File: config.mk
export PLATFORM = sky130hd
export DESIGN_NAME = microstepper_chopper_nch
export DESIGN_NICKNAME = d
export VERILOG_FILES = /design/src/rtl/microstepper_pkg.sv /design/src/rtl/microstepper_chopper_channel.sv /design/src/rtl/microstepper_chopper_nch.sv
export SDC_FILE = /design/constraint.sdc
export NUM_CORES = 1
export LEC_CHECK = 0
export ABC_CLOCK_PERIOD_IN_PS = 2760
export CAP_MARGIN = 10
export CORE_MARGIN = 8
export CORE_UTILIZATION = 45
export CTS_CLUSTER_DIAMETER = 60
export DETAILED_ROUTE_END_ITERATION = 7
export PLACE_DENSITY = 0.68
export SYNTH_ARGS = -nofsm -noshare
export SYNTH_HDL_FRONTEND = slang
export SYNTH_SLANG_ARGS = --single-unit
File: constraint.sdc
create_clock -name clk -period 2.76 [get_ports clk]
set_input_delay 0.69 -clock clk [delete_from_list [all_inputs] [get_ports clk]]
set_output_delay 0.69 -clock clk [all_outputs]
set_load 0.03 [all_outputs]
File: src/rtl/microstepper_pkg.sv
// Shared types and defaults for the N-channel microstepper chopper.
//   chop_state_t : per-channel peak-current chopper state (3-bit encoding)
//   leg_t        : per-leg gate target (both off, high side on, low side on)
//   cmd_to_leg   : maps a commanded leg polarity bit to a leg target
package microstepper_pkg;

  localparam int DEF_NUM_CH    = 2;
  localparam int DEF_OFFTIME_W = 10;
  localparam int DEF_BLANK_W   = 8;
  localparam int DEF_MINON_W   = 8;
  localparam int DEF_DEAD_W    = 4;

  typedef enum logic [2:0] {
    ST_IDLE  = 3'd0,
    ST_BLANK = 3'd1,
    ST_ON    = 3'd2,
    ST_FAST  = 3'd3,
    ST_SLOW  = 3'd4,
    ST_FAULT = 3'd5
  } chop_state_t;

  typedef enum logic [1:0] {
    LEG_OFF  = 2'd0,
    LEG_HIGH = 2'd1,
    LEG_LOW  = 2'd2
  } leg_t;

  // Polarity 1 selects the high side, 0 the low side.
  function automatic leg_t cmd_to_leg(input logic cmd);
    if (cmd) begin
      return LEG_HIGH;
    end else begin
      return LEG_LOW;
    end
  endfunction

endpackage

File: src/rtl/microstepper_chopper_channel.sv
// One H-bridge channel: comparator synchroniser, peak-current chopper FSM
// (blank / on / fast decay / slow decay / fault), its blank, on and off
// counters, and a dead-time sequencer for each of the two bridge legs.
// Ports:
//   clk, resetn          clock, asynchronous active-low reset
//   enable               0 forces the FSM to IDLE (except from FAULT)
//   cmd[1:0]             commanded polarity per leg (1 = high side)
//   cmp_async            raw peak-current comparator
//   force_off            a fault anywhere in the block: all legs off
//   config_*             timing configuration (cycles)
//   clear_fault          clears the sticky fault and leaves FAULT
//   h_on/l_on[1:0]       active-high gate registers per leg
//   fault_ch             sticky trip flag of this channel
module microstepper_chopper_channel
  import microstepper_pkg::*;
#(
  parameter int OFFTIME_W = DEF_OFFTIME_W,
  parameter int BLANK_W   = DEF_BLANK_W,
  parameter int MINON_W   = DEF_MINON_W,
  parameter int DEAD_W    = DEF_DEAD_W
) (
  input  logic                 clk,
  input  logic                 resetn,
  input  logic                 enable,
  input  logic [1:0]           cmd,
  input  logic                 cmp_async,
  input  logic                 force_off,
  input  logic [OFFTIME_W-1:0] config_offtime,
  input  logic [OFFTIME_W-1:0] config_fastdecay_threshold,
  input  logic [BLANK_W-1:0]   config_blanktime,
  input  logic [MINON_W-1:0]   config_minon,
  input  logic [DEAD_W-1:0]    config_deadtime,
  input  logic                 clear_fault,
  output logic [1:0]           h_on,
  output logic [1:0]           l_on,
  output logic                 fault_ch
);

  localparam logic [BLANK_W-1:0]   BLANK_ONE = {{(BLANK_W-1){1'b0}}, 1'b1};
  localparam logic [OFFTIME_W-1:0] OFF_ONE   = {{(OFFTIME_W-1){1'b0}}, 1'b1};
  localparam logic [MINON_W-1:0]   MINON_ONE = {{(MINON_W-1){1'b0}}, 1'b1};
  localparam logic [MINON_W-1:0]   MINON_MAX = {MINON_W{1'b1}};
  localparam logic [DEAD_W-1:0]    DEAD_ONE  = {{(DEAD_W-1){1'b0}}, 1'b1};
  localparam logic [DEAD_W-1:0]    DEAD_ZERO = {DEAD_W{1'b0}};

  logic                 cmp_meta_r;
  logic                 cmp_sync_r;
  chop_state_t          state_r;
  chop_state_t          state_nxt_s;
  logic [BLANK_W-1:0]   blank_cnt_r;
  logic [BLANK_W-1:0]   blank_nxt_s;
  logic [MINON_W-1:0]   on_cnt_r;
  logic [MINON_W-1:0]   on_nxt_s;
  logic [MINON_W-1:0]   on_inc_s;
  logic [OFFTIME_W-1:0] off_cnt_r;
  logic [OFFTIME_W-1:0] off_nxt_s;
  logic [OFFTIME_W-1:0] off_dec_s;
  logic                 fault_r;
  logic                 fault_nxt_s;
  logic                 trip_s;

  assign on_inc_s  = (on_cnt_r == MINON_MAX) ? on_cnt_r : (on_cnt_r + MINON_ONE);
  assign off_dec_s = off_cnt_r - OFF_ONE;
  assign fault_ch  = fault_r;

  // Two-flop synchroniser for the asynchronous comparator.
  always_ff @(posedge clk or negedge resetn) begin
    if (!resetn) begin
      cmp_meta_r <= 1'b0;
      cmp_sync_r <= 1'b0;
    end else begin
      cmp_meta_r <= cmp_async;
      cmp_sync_r <= cmp_meta_r;
    end
  end

  // Chopper next-state and counter update. Blank and off phases end on the
  // cycle their counter would reach zero, so a load of 0 or 1 gives one cycle.
  always_comb begin
    state_nxt_s = state_r;
    blank_nxt_s = blank_cnt_r;
    on_nxt_s    = on_cnt_r;
    off_nxt_s   = off_cnt_r;
    trip_s      = 1'b0;
    if (state_r == ST_FAULT) begin
      if (clear_fault) begin
        state_nxt_s = ST_IDLE;
      end else begin
        state_nxt_s = ST_FAULT;
      end
    end else if (!enable) begin
      state_nxt_s = ST_IDLE;
    end else begin
      case (state_r)
        ST_IDLE: begin
          if (!fault_r) begin
            state_nxt_s = ST_BLANK;
            blank_nxt_s = config_blanktime;
            on_nxt_s    = {MINON_W{1'b0}};
          end else begin
            state_nxt_s = ST_IDLE;
          end
        end
        ST_BLANK: begin
          on_nxt_s = on_inc_s;
          if (blank_cnt_r <= BLANK_ONE) begin
            state_nxt_s = ST_ON;
            blank_nxt_s = {BLANK_W{1'b0}};
          end else begin
            blank_nxt_s = blank_cnt_r - BLANK_ONE;
          end
        end
        ST_ON: begin
          on_nxt_s = on_inc_s;
          if (cmp_sync_r) begin
            if (on_cnt_r < config_minon) begin
              state_nxt_s = ST_FAULT;
              trip_s      = 1'b1;
            end else begin
              off_nxt_s   = config_offtime;
              state_nxt_s = (config_offtime >= config_fastdecay_threshold) ? ST_FAST : ST_SLOW;
            end
          end else begin
            state_nxt_s = ST_ON;
          end
        end
        ST_FAST, ST_SLOW: begin
          if (off_cnt_r <= OFF_ONE) begin
            state_nxt_s = ST_BLANK;
            blank_nxt_s = config_blanktime;
            on_nxt_s    = {MINON_W{1'b0}};
            off_nxt_s   = {OFFTIME_W{1'b0}};
          end else begin
            off_nxt_s   = off_dec_s;
            state_nxt_s = (off_dec_s >= config_fastdecay_threshold) ? ST_FAST : ST_SLOW;
          end
        end
        default: begin
          state_nxt_s = ST_IDLE;
        end
      endcase
    end
  end

  // Sticky fault: a new trip wins over a simultaneous clear.
  always_comb begin
    if (trip_s) begin
      fault_nxt_s = 1'b1;
    end else if (clear_fault) begin
      fault_nxt_s = 1'b0;
    end else begin
      fault_nxt_s = fault_r;
    end
  end

  // FSM state, counters and sticky fault registers.
  always_ff @(posedge clk or negedge resetn) begin
    if (!resetn) begin
      state_r     <= ST_IDLE;
      blank_cnt_r <= {BLANK_W{1'b0}};
      on_cnt_r    <= {MINON_W{1'b0}};
      off_cnt_r   <= {OFFTIME_W{1'b0}};
      fault_r     <= 1'b0;
    end else begin
      state_r     <= state_nxt_s;
      blank_cnt_r <= blank_nxt_s;
      on_cnt_r    <= on_nxt_s;
      off_cnt_r   <= off_nxt_s;
      fault_r     <= fault_nxt_s;
    end
  end

  for (genvar k = 0; k < 2; k++) begin : g_leg
    leg_t              tgt_s;
    leg_t              out_r;
    leg_t              out_nxt_s;
    leg_t              pend_r;
    leg_t              pend_nxt_s;
    logic [DEAD_W-1:0] dt_r;
    logic [DEAD_W-1:0] dt_nxt_s;
    logic              h_r;
    logic              l_r;

    // Leg target from the chopper state; never both sides on.
    always_comb begin
      tgt_s = LEG_OFF;
      if (force_off) begin
        tgt_s = LEG_OFF;
      end else begin
        case (state_r)
          ST_BLANK, ST_ON: tgt_s = cmd_to_leg(cmd[k]);
          ST_FAST:         tgt_s = cmd_to_leg(~cmd[k]);
          ST_SLOW:         tgt_s = LEG_LOW;
          default:         tgt_s = LEG_OFF;
        endcase
      end
    end

    // Dead-time sequencer: turning off is immediate; turning a side on
    // waits config_deadtime both-off cycles, restarted if the target moves.
    always_comb begin
      out_nxt_s  = out_r;
      pend_nxt_s = pend_r;
      dt_nxt_s   = dt_r;
      if (tgt_s == LEG_OFF) begin
        out_nxt_s  = LEG_OFF;
        pend_nxt_s = LEG_OFF;
        dt_nxt_s   = DEAD_ZERO;
      end else if ((dt_r != DEAD_ZERO) && (tgt_s == pend_r)) begin
        if (dt_r == DEAD_ONE) begin
          out_nxt_s = tgt_s;
          dt_nxt_s  = DEAD_ZERO;
        end else begin
          dt_nxt_s = dt_r - DEAD_ONE;
        end
      end else if ((dt_r == DEAD_ZERO) && (tgt_s == out_r)) begin
        pend_nxt_s = tgt_s;
      end else if (config_deadtime == DEAD_ZERO) begin
        out_nxt_s  = tgt_s;
        pend_nxt_s = tgt_s;
        dt_nxt_s   = DEAD_ZERO;
      end else begin
        out_nxt_s  = LEG_OFF;
        pend_nxt_s = tgt_s;
        dt_nxt_s   = config_deadtime;
      end
    end

    // Leg sequencer state and registered gate drives.
    always_ff @(posedge clk or negedge resetn) begin
      if (!resetn) begin
        out_r  <= LEG_OFF;
        pend_r <= LEG_OFF;
        dt_r   <= DEAD_ZERO;
        h_r    <= 1'b0;
        l_r    <= 1'b0;
      end else begin
        out_r  <= out_nxt_s;
        pend_r <= pend_nxt_s;
        dt_r   <= dt_nxt_s;
        h_r    <= (out_nxt_s == LEG_HIGH);
        l_r    <= (out_nxt_s == LEG_LOW);
      end
    end

    assign h_on[k] = h_r;
    assign l_on[k] = l_r;
  end

endmodule

File: src/rtl/microstepper_chopper_nch.sv
// N-channel microstepper chopper / gate controller.
// Ports:
//   clk, resetn                 clock, asynchronous active-low reset
//   enable                      run the choppers; 0 = all gates off
//   s_cmd[2*NUM_CH]             commanded polarity, bit 2c+k = channel c leg k
//   analog_cmp[NUM_CH]          asynchronous peak-current comparators
//   config_*                    shared timing configuration
//   config_invert_highside/low  output polarity of the s_h / s_l pins
//   clear_fault                 clears all sticky channel faults
//   s_h, s_l[2*NUM_CH]          gate pins
//   fault_ch[NUM_CH], fault     sticky per-channel faults and their OR
module microstepper_chopper_nch
  import microstepper_pkg::*;
#(
  parameter int NUM_CH    = DEF_NUM_CH,
  parameter int OFFTIME_W = DEF_OFFTIME_W,
  parameter int BLANK_W   = DEF_BLANK_W,
  parameter int MINON_W   = DEF_MINON_W,
  parameter int DEAD_W    = DEF_DEAD_W
) (
  input  logic                  clk,
  input  logic                  resetn,
  input  logic                  enable,
  input  logic [2*NUM_CH-1:0]   s_cmd,
  input  logic [NUM_CH-1:0]     analog_cmp,
  input  logic [OFFTIME_W-1:0]  config_offtime,
  input  logic [OFFTIME_W-1:0]  config_fastdecay_threshold,
  input  logic [BLANK_W-1:0]    config_blanktime,
  input  logic [MINON_W-1:0]    config_minon,
  input  logic [DEAD_W-1:0]     config_deadtime,
  input  logic                  config_invert_highside,
  input  logic                  config_invert_lowside,
  input  logic                  clear_fault,
  output logic [2*NUM_CH-1:0]   s_h,
  output logic [2*NUM_CH-1:0]   s_l,
  output logic [NUM_CH-1:0]     fault_ch,
  output logic                  fault
);

  logic [2*NUM_CH-1:0] h_on_s;
  logic [2*NUM_CH-1:0] l_on_s;
  logic [2*NUM_CH-1:0] gate_mask_s;
  logic [NUM_CH-1:0]   fault_ch_s;
  logic                any_fault_s;

  assign any_fault_s = |fault_ch_s;

  for (genvar c = 0; c < NUM_CH; c++) begin : g_ch
    microstepper_chopper_channel #(
      .OFFTIME_W (OFFTIME_W),
      .BLANK_W   (BLANK_W),
      .MINON_W   (MINON_W),
      .DEAD_W    (DEAD_W)
    ) u_channel (
      .clk                        (clk),
      .resetn                     (resetn),
      .enable                     (enable),
      .cmd                        (s_cmd[2*c +: 2]),
      .cmp_async                  (analog_cmp[c]),
      .force_off                  (any_fault_s),
      .config_offtime             (config_offtime),
      .config_fastdecay_threshold (config_fastdecay_threshold),
      .config_blanktime           (config_blanktime),
      .config_minon               (config_minon),
      .config_deadtime            (config_deadtime),
      .clear_fault                (clear_fault),
      .h_on                       (h_on_s[2*c +: 2]),
      .l_on                       (l_on_s[2*c +: 2]),
      .fault_ch                   (fault_ch_s[c])
    );
  end

  // The mask kills every gate in the same cycle a fault is flagged; the
  // force_off path then brings the gate registers themselves to off.
  assign gate_mask_s = {(2*NUM_CH){~any_fault_s}};
  assign s_h         = {(2*NUM_CH){config_invert_highside}} ^ (h_on_s & gate_mask_s);
  assign s_l         = {(2*NUM_CH){config_invert_lowside}} ^ (l_on_s & gate_mask_s);
  assign fault_ch    = fault_ch_s;
  assign fault       = any_fault_s;

endmodule

After elaboration in Yosys (flattened, before gate mapping)
Cells that the tools add are included.

storage, ports and cells
  memories kept = 0
  bits in read-only memories = 0
  bits of input ports = 52
  bits in latches = 0
  bits in writable memories = 0
  word-level logic and storage cells = 272
  output and inout port bits = 11
  register bits = 104

operators by class
  bitwise gates (word level) = 7
  order comparisons = 9
  multiply operators = 0
  $add $sub $neg = 10
  divide/modulo/power cells = 0
  reductions and logical operators = 42
  shift-type cells = 0
  eq/ne operators = 52
  muxes and demuxes = 118

operator list
  kind                                                                     number
  8-bit 2-to-1 mux                                                         12
  8-bit one-hot mux with 3 select lines                                    4
  2-bit 2-to-1 mux                                                         40
  4-bit 2-to-1 mux                                                         17
  10-bit 2-to-1 mux                                                        6
  3-bit 2-to-1 mux                                                         16
  10-bit one-hot mux with 2 select lines                                   2
  10-bit greater-or-equal comparator                                       3
  2-bit one-hot mux with 3 select lines                                    4
  3-bit one-hot mux with 4 select lines                                    2
  10-bit by 1-bit <= comparator with 1-bit output (second input constant)  2
  4-bit zero test                                                          5
  5-bit AND reduction                                                      4
  10-bit by 1-bit subtractor with 10-bit output (second input constant)    2
  8-bit by 1-bit adder with 8-bit output (second input constant)           2
  2-bit equality test                                                      8
  4-bit by 1-bit equality test with 1-bit output (second input constant)   4
  8-bit equality test (second input constant)                              2
  8-bit by 1-bit <= comparator with 1-bit output (second input constant)   2
  8-bit < comparator                                                       2
  2-bit by 1-bit != test with 1-bit output (second input constant)         8
  4-bit nonzero test                                                       4
  4-bit by 1-bit subtractor with 4-bit output (second input constant)      4
  8-bit by 1-bit subtractor with 8-bit output (second input constant)      2
  other kinds (19)                                                         81

Logic depth before layout (Yosys ltp)
  depth in word-level cells = 10
  gate-level depth with buffers = 13
  mapped depth without buffers = 13

Modules after synthesis
From an unflattened synthesis, not the netlist that was laid out.

unflattened totals
  cells, all modules = 928
  area total of the unflattened synthesis = 8276.7 um2

by module, submodules not included
  module                                             cells an instance  area each (um2)  times used  sequential area each (um2)
  microstepper_chopper_channel at g_ch[1].u_channel  454                4057.6           1           1301.2
  microstepper_chopper_channel at g_ch[0].u_channel  455                4020.1           1           1301.2
  microstepper_chopper_nch                           19                 198.9            1           0.0

Worst setup path after synthesis
Ideal clock, no wire load.

  path type = flip-flop to flip-flop
  start point = reg g_ch[0].u_channel.off_cnt_r[6]
  end point = reg g_ch[0].u_channel.state_r[2]
  period minus slack after synthesis = 2.747 ns
  setup time = 0.083 ns
  required time = 2.677 ns
  path buffers = 0
  cell stages (with the launch flop) = 12
  data arrival time = 2.664 ns
  setup slack = 0.013 ns
  cells stage by stage = dfrtp_1 -> or4_1 -> or4_1 -> xnor2_1 -> ha_1 -> a21o_1 -> a21oi_1 -> nand2_1 -> o21ai_0 -> a31oi_1 -> o32a_1 -> o21ai_0

between the ends
  cells in the longest elaborated chain, start to end = 7
  elaborated cells on any way between the ends = 8
  classes of those cells = add/sub: 1; order compare: 2; mux: 5

RTL lines
  element                                        RTL line                             source
  start: declaration                             microstepper_chopper_channel.sv:55   logic [OFFTIME_W-1:0] off_cnt_r;
  start signal: assignment                       microstepper_chopper_channel.sv:162  off_cnt_r <= {OFFTIME_W{1'b0}};
  start signal: assignment                       microstepper_chopper_channel.sv:168  off_cnt_r <= off_nxt_s;
  10-bit by 1-bit subtractor with 10-bit output  microstepper_chopper_channel.sv:63   assign off_dec_s = off_cnt_r - OFF_ONE;
  10-bit greater-or-equal comparator             microstepper_chopper_channel.sv:135  state_nxt_s = (off_dec_s >= config_fastdecay_threshold) ? ST_FAST : ST_SLOW;
  3-bit 2-to-1 mux                               microstepper_chopper_channel.sv:135
  3-bit 2-to-1 mux (*)                           microstepper_chopper_channel.sv:128  if (off_cnt_r <= OFF_ONE) begin
  3-bit one-hot mux with 4 select lines (*)      microstepper_chopper_channel.sv:94   case (state_r)
  3-bit 2-to-1 mux (*)                           microstepper_chopper_channel.sv:91   end else if (!enable) begin
  3-bit 2-to-1 mux (*)                           microstepper_chopper_channel.sv:85   if (state_r == ST_FAULT) begin
  end signal: assignment                         microstepper_chopper_channel.sv:165  state_r <= state_nxt_s;
  end: declaration                               microstepper_chopper_channel.sv:48   chop_state_t state_r;

Every way passes the cells marked *; elsewhere a longest branch is shown, timed or not.
A chain may end at the register's enable or synchronous reset.

Worst setup path after layout
  start point = reg g_ch[0].u_channel.off_cnt_r[6]
  end point = reg g_ch[0].u_channel.state_r[0]

The elaborated chain is that of the path after synthesis.

==> impl_metrics.ini <==
[run_status]
status = finished with violations
violations = setup timing

[sta]
drv_slew = 0
worst_pin_slew_ns = 0.763
worst_slack_ns = -0.0968
hold_viol_final = 0
finalSetupViolations = 2
period_needed_ns = 2.86
max_freq_mhz = 350
hold_ws_ns = 0.268
fin_worst_skew_ns = 0.00497
rsz0062_at_grt = true
post-route-period-util_pct = 104
max-slew-margin-rel_pct = 49.0

[setup_path]
crit_start = g_ch[0].u_channel.off_cnt_r[6]$_DFFE_PN0P_
path_common_cell = or4_4
crit_buf_inv = 1
worstPathRequired_ns = 2.98
endpoint_kind = register
cpMaxStageDelayCell = or4_4
critPathMaxFanout = 3
cpPeakStageDelay_ns = 0.54
cp.depth = 12
rr_worst_depth = 12
r2r-start = g_ch[0].u_channel.off_cnt_r[6]$_DFFE_PN0P_
cp-start-kind = register
cp_top_family = simple AND/OR/NAND/NOR gates
endpoint = g_ch[0].u_channel.state_r[0]$_DFFE_PN0P_
critPathKind = register to register
critPathArrivalTime_ns = 3.08
worstPathCellList = or4_4, or4_4, xnor2_1, ha_1, a21o_1, a21oi_2, nand2_1, o21ai_1, a31oi_1, buf_4, o22ai_2, a32oi_1
reg2reg_slack_ns = -0.1
r2r-end = g_ch[0].u_channel.state_r[0]$_DFFE_PN0P_

[grt]
gr-usage-met2_pct = 31.6
antenna_found_initial = 0
grt_pass1_vias = 6925
overflow = 0
use_met1_pct = 23.6
busiest_layer = met2
track_usage_pct = 18.7
gr-usage-met3_pct = 3.67
grt_pass1_wl_mm = 33.3
grt_max_degree = 48

[clock_network]
cts-root-buf = clkbuf_16
cts_tree = done
cts-htree-levels = 3
insertion_delay_ns = 0.36
clk_pin_slew_ns = 0.07
cts_sinks = 104
hold_buffers = 0
cts_made_buffers = 9
max-clock-path-buffers = 2

[floorplan]
start_util_pct = 45.9
fp.dieW_um = 146
rows = 47
die_y_um = 146
core_area_um2 = 16500
dieArea_um2 = 21300
pin_count = 63

[route]
drc = 0
via_per_inst = 5.45
drtIter0Drc = 450
antenna_left = 0
first_pass_iters = 5
wl_per_cell_um = 15.6
routed_wl_mm = 19.7
vias = 6904

[synthesis]
synth.distinct_cells = 72
synth.most_common_cell = dfrtp_1
synthTopCellsByCount = dfrtp_1, nand2_1, o21ai_0
synth_nets = 1010
ys.warnings.count = 0
seq_area_frac_synth_pct = 34.3
syn_inst = 893
syn_area_per_cell_um2 = 8.49
netlist_area_um2 = 7580
post-synth-top-area-cell = dfrtp_1
synth_top_area_share_pct = 34.3
synth-edff-count = 0
async_flop_share_pct = 100
synthTopCellsByArea = dfrtp_1, ha_1, o21ai_0, nand2_1, nor2_1
synth_ff_type = dfrtp_1
ys_ff_latch = 104

[pwr]
cellLeakagePower_nw = 4.53
powerDensity_nw_per_um2 = 1020
total_power_mw = 9.76
irDropWorstVdd_mv = 0.487

[placement]
post-place-ws_ns = -0.324
port_buffers = 62
gp_congestion = 0.860
dp_hpwl_mm = 15.4

[hold_path]
holdCritPathClass = input port to asynchronous set/reset pin

[layout]
diodes = 0
final_util_pct = 58.0
fin_nets = 1158
final_layout_size_suffix_gt1_share_pct = 16.4
area_delta_synth_final_pct = 26.4

[flow_run]
drv_cap = 0
layout by cell type (no fill, tap or decap), types with 10 or more instances in the layout:
master and count:
a211oi_1 10, a21o_1 14, a21oi_1 41, a22oi_1 17
a31oi_1 22, and3_1 15, buf_4 121, clkdlybuf4s50_1 53
dfrtp_1 104, ha_1 64, inv_1 58, mux2i_1 11
nand2_1 90, nand3_1 25, nand4_1 10, nor2_1 66
nor3_1 29, o21ai_0 66, or3_1 17, xnor2_1 20
xor2_1 24
how the worst min path moves through the flow:
stage,startpoint,endpoint,slack (ns),cells past startpoint
6_report,resetn,g_ch[0].u_channel.g_leg[1].dt_r[3]$_DFFE_PN0P_,0.27,1
2_1_floorplan,g_ch[0].u_channel.cmp_meta_r$_DFF_PN0_,g_ch[0].u_channel.cmp_sync_r$_DFF_PN0_,0.33,0
3_3_place_gp,g_ch[0].u_channel.cmp_meta_r$_DFF_PN0_,g_ch[0].u_channel.cmp_sync_r$_DFF_PN0_,0.38,0
3_5_place_dp,g_ch[0].u_channel.cmp_meta_r$_DFF_PN0_,g_ch[0].u_channel.cmp_sync_r$_DFF_PN0_,0.38,0
4_1_cts,resetn,g_ch[0].u_channel.g_leg[1].dt_r[3]$_DFFE_PN0P_,0.27,1
5_1_grt,resetn,g_ch[0].u_channel.on_cnt_r[7]$_DFFE_PN0P_,0.30,1
power breakdown:
| part | internal [mW] | switching, mW | total, mW |
|---|---|---|---|
| clock network | 0.913 | 0.593 | 1.51 |
| logic | 2.62 | 3.13 | 5.75 |
| registers | 2.01 | 0.497 | 2.50 |
cells by family after synthesis:
logic type | share of synthesized area [%]
compound gates | 21.5
xor+xnor | 5.31
fa+ha+maj | 10.7
buf+inv | 5.21
flops | 34.3
mux | 2.49
simple gates | 20.4
metrics by stage:
step | instance area (um2) | instances | TNS [ns]
finish | 9590 | 1266 | -0.192
global route | 9590 | 1266 | -0.682
CTS | 9500 | 1262 | -0.164
detailed placement | 9100 | 1243 | -6.57
global placement | 9100 | 1243 | -5.14
floorplan | 7580 | 893 | 0
repair_timing:
action | CTS | global route
setup endpoints to repair | 4 | 7
pin swaps | 1 | 9
setup buffers | 3 | 4
resized for setup | 7 | 15
layout make-up:
class                           count  area [um2]
Sequential cell                   104        2600
Clock buffer                       11         243
Fill cell                        1434        6940
Multi-Input combinational cell    692        4680
Timing Repair Buffer              175        1460
Tap cell                          220         275
Inverter                           59         221
Clock inverter                      5         104
state kept, by name, indices dropped and copies added, names as in the netlist:
name	count
g_ch.u_channel.blank_cnt_r	16
g_ch.u_channel.cmp_meta_r	2
g_ch.u_channel.cmp_sync_r	2
g_ch.u_channel.fault_ch	2
g_ch.u_channel.g_leg.dt_r	16
g_ch.u_channel.g_leg.h_r	4
g_ch.u_channel.g_leg.l_r	4
g_ch.u_channel.g_leg.out_r	8
g_ch.u_channel.g_leg.pend_r	8
g_ch.u_channel.off_cnt_r	20
g_ch.u_channel.on_cnt_r	16
g_ch.u_channel.state_r	6
worst register-to-register path, cell delays in order (launching register included):
cell	delay, ns
dfrtp_1	0.38
or4_4	0.54
or4_4	0.45
xnor2_1	0.15
ha_1	0.30
a21o_1	0.19
a21oi_2	0.15
nand2_1	0.08
o21ai_1	0.07
a31oi_1	0.05
buf_4	0.15
o22ai_2	0.09
a32oi_1	0.13
routing by layer:
metal	up-vias	wire, um
li1	3528	-
met4	0	464
met2	161	9250
met3	33	806
met5	-	0
met1	3182	9190
Note: power is estimated with default switching activity, not from simulation.
==> variant (same flow settings) <==
Reset style: synchronous (`resetn`), changed in 3 clocked blocks. Comments in the files are not updated.
--- a/src/rtl/microstepper_chopper_channel.sv
+++ b/src/rtl/microstepper_chopper_channel.sv
@@ -65,5 +65,5 @@
 
   // Two-flop synchroniser for the asynchronous comparator.
-  always_ff @(posedge clk or negedge resetn) begin
+  always_ff @(posedge clk) begin
     if (!resetn) begin
       cmp_meta_r <= 1'b0;
@@ -155,5 +155,5 @@
 
   // FSM state, counters and sticky fault registers.
-  always_ff @(posedge clk or negedge resetn) begin
+  always_ff @(posedge clk) begin
     if (!resetn) begin
       state_r     <= ST_IDLE;
@@ -228,5 +228,5 @@
 
     // Leg sequencer state and registered gate drives.
-    always_ff @(posedge clk or negedge resetn) begin
+    always_ff @(posedge clk) begin
       if (!resetn) begin
         out_r  <= LEG_OFF;
Check against the original RTL: differs if resetn is asserted again (counterexample within 4 cycles, from zero or initial values and one cycle with resetn low); with resetn held inactive, the same outputs for 4 cycles.
==> variant against the unedited design <==
- via count grew 4.4%
- design area shrank 2.2%
- synthesized area down 0.49%
- sequential cell count is the same
- sequential share of layout area decreased by 4.9 points
- synthesized cell count increased by 4.8%
- wire length is 0.42% higher
- core utilization shrank 1.1 points
- final cell count grew 2.2%
- worst setup slack better by 0.20 ns
- critical endpoint is now g_ch[1].u_channel.state_r[1]
- highest routed layer unchanged
Power is not compared: it rests on default switching activity, and its combinational part moved more than twofold at a synthesized area within 25%.
==> variant: results (changes against the unedited design) <==
pin count of the biggest net entering global routing -> 32 (was 48)
first-pass GRT wire length -> 32800 µm (was 33300 µm)
syn_area_per_cell -> 8.06 µm² (was 8.49 µm²)
layout cells sized above 1 -> 15.2% (was 16.4%)
post-placement cell count -> 1279 (was 1243)
DP Worst Slack -> -0.407 ns (was -0.324 ns)
Post-CTS Setup Bufs -> 0 (was 3)
Synth cell types -> 80 (was 72)
outcome -> complete, no violations (was finished with violations)
Net Count, Synth -> 1050 (was 1010)
GR Util met2 -> 30.7% (was 31.6%)
Rel. slew slack -> 44.9% (was 49.0%)
WL met2 -> 9220 µm (was 9250 µm)
Layout Nets -> 1184 (was 1158)
Worst Reg2Reg Path Length in Cells -> 9 (was 12)
top cells by area, synth -> dfxtp_1 28%, ha_1 10%, nor2_1 4.5% (was dfrtp_1 34%, ha_1 11%, o21ai_0 4.7%)
GRT met1 Usage -> 23.3% (was 23.6%)
DR WL met3 -> 754 µm (was 806 µm)
Post-synth top cells -> 104 x dfxtp_1, 91 x nor2_1, 75 x nand2_1 (was 104 x dfrtp_1, 91 x nand2_1, 71 x o21ai_0)
GP Congestion -> 0.887 (was 0.860)
delay-heaviest family, CP -> compound AO/OA/AOI/OAI gates (was simple AND/OR/NAND/NOR gates)
DRT met1 WL -> 9390 µm (was 9190 µm)
slowest CP cell -> clkdlybuf4s50_1 (was or4_4)
register area share after synthesis -> 27.6% (was 34.3%)
Final Skew -> 0.00969 ns (was 0.00497 ns)
Hold Path Class -> register to register (was input port to async pin)
Tot GR Track Use -> 18.3% (was 18.7%)
asr flop ratio synth -> 0% (was 100%)
post-placement cell area -> 0.00900 mm² (was 0.00910 mm²)
==> variant: changes by cell type after synthesis, sizes merged, moves of 8 or more <==
cell	before	now
dfxtp	0	104
o21ai	75	49
a211oi	11	20
xnor2	22	34
a31oi	23	11
nor3b	7	17
and2	5	16
a22oi	17	8
a21oi	42	50
nand2	91	75
dfrtp	104	0
nor2	66	92
mux2i	11	19
nand2b	9	17
==> variant: cells by family (layout without fill, tap and decap cells) <==
family | Yosys count | in the layout | synth area share (%)
adders and majority gates | 63 | 63 | 10.4
muxes | 21 | 21 | 2.82
and+or+nand+nor | 355 | 355 | 24.3
DFF | 104 | 104 | 27.6
AOI/OAI and AO/OA | 242 | 242 | 23.2
xor gates and xnor gates | 54 | 54 | 6.27
buffers and inverters | 97 | 235 | 5.36
==> variant: worst paths after layout <==
kind | startpoint | end | slack [ns]
setup reg to reg | g_ch[0].u_channel.state_r[0] | g_ch[0].u_channel.g_leg[0].l_r | 0.18
setup / recovery | config_minon[1] | g_ch[1].u_channel.state_r[1] | 0.11
hold / removal | g_ch[0].u_channel.cmp_meta_r | g_ch[0].u_channel.cmp_sync_r | 0.44
hold reg to reg | g_ch[0].u_channel.cmp_meta_r | g_ch[0].u_channel.cmp_sync_r | 0.44
==> variant: layout make-up <==
class	count	area [µm²]	share of cell area (%)
Multi-Input combinational cell	735	5120	54.6
Sequential cell	104	2080	22.2
Timing Repair Buffer	166	1390	14.9
Tap cell	220	275	2.94
Clock buffer	10	239	2.55
Inverter	54	203	2.16
Clock inverter	5	65.1	0.694
==> variant: repair_timing <==
item | in CTS | in global routing
pin swaps | 0 | 6
hold buffers | 0 | 0
setup endpoints to repair | 9 | 28
gates resized for setup | 1 | 20
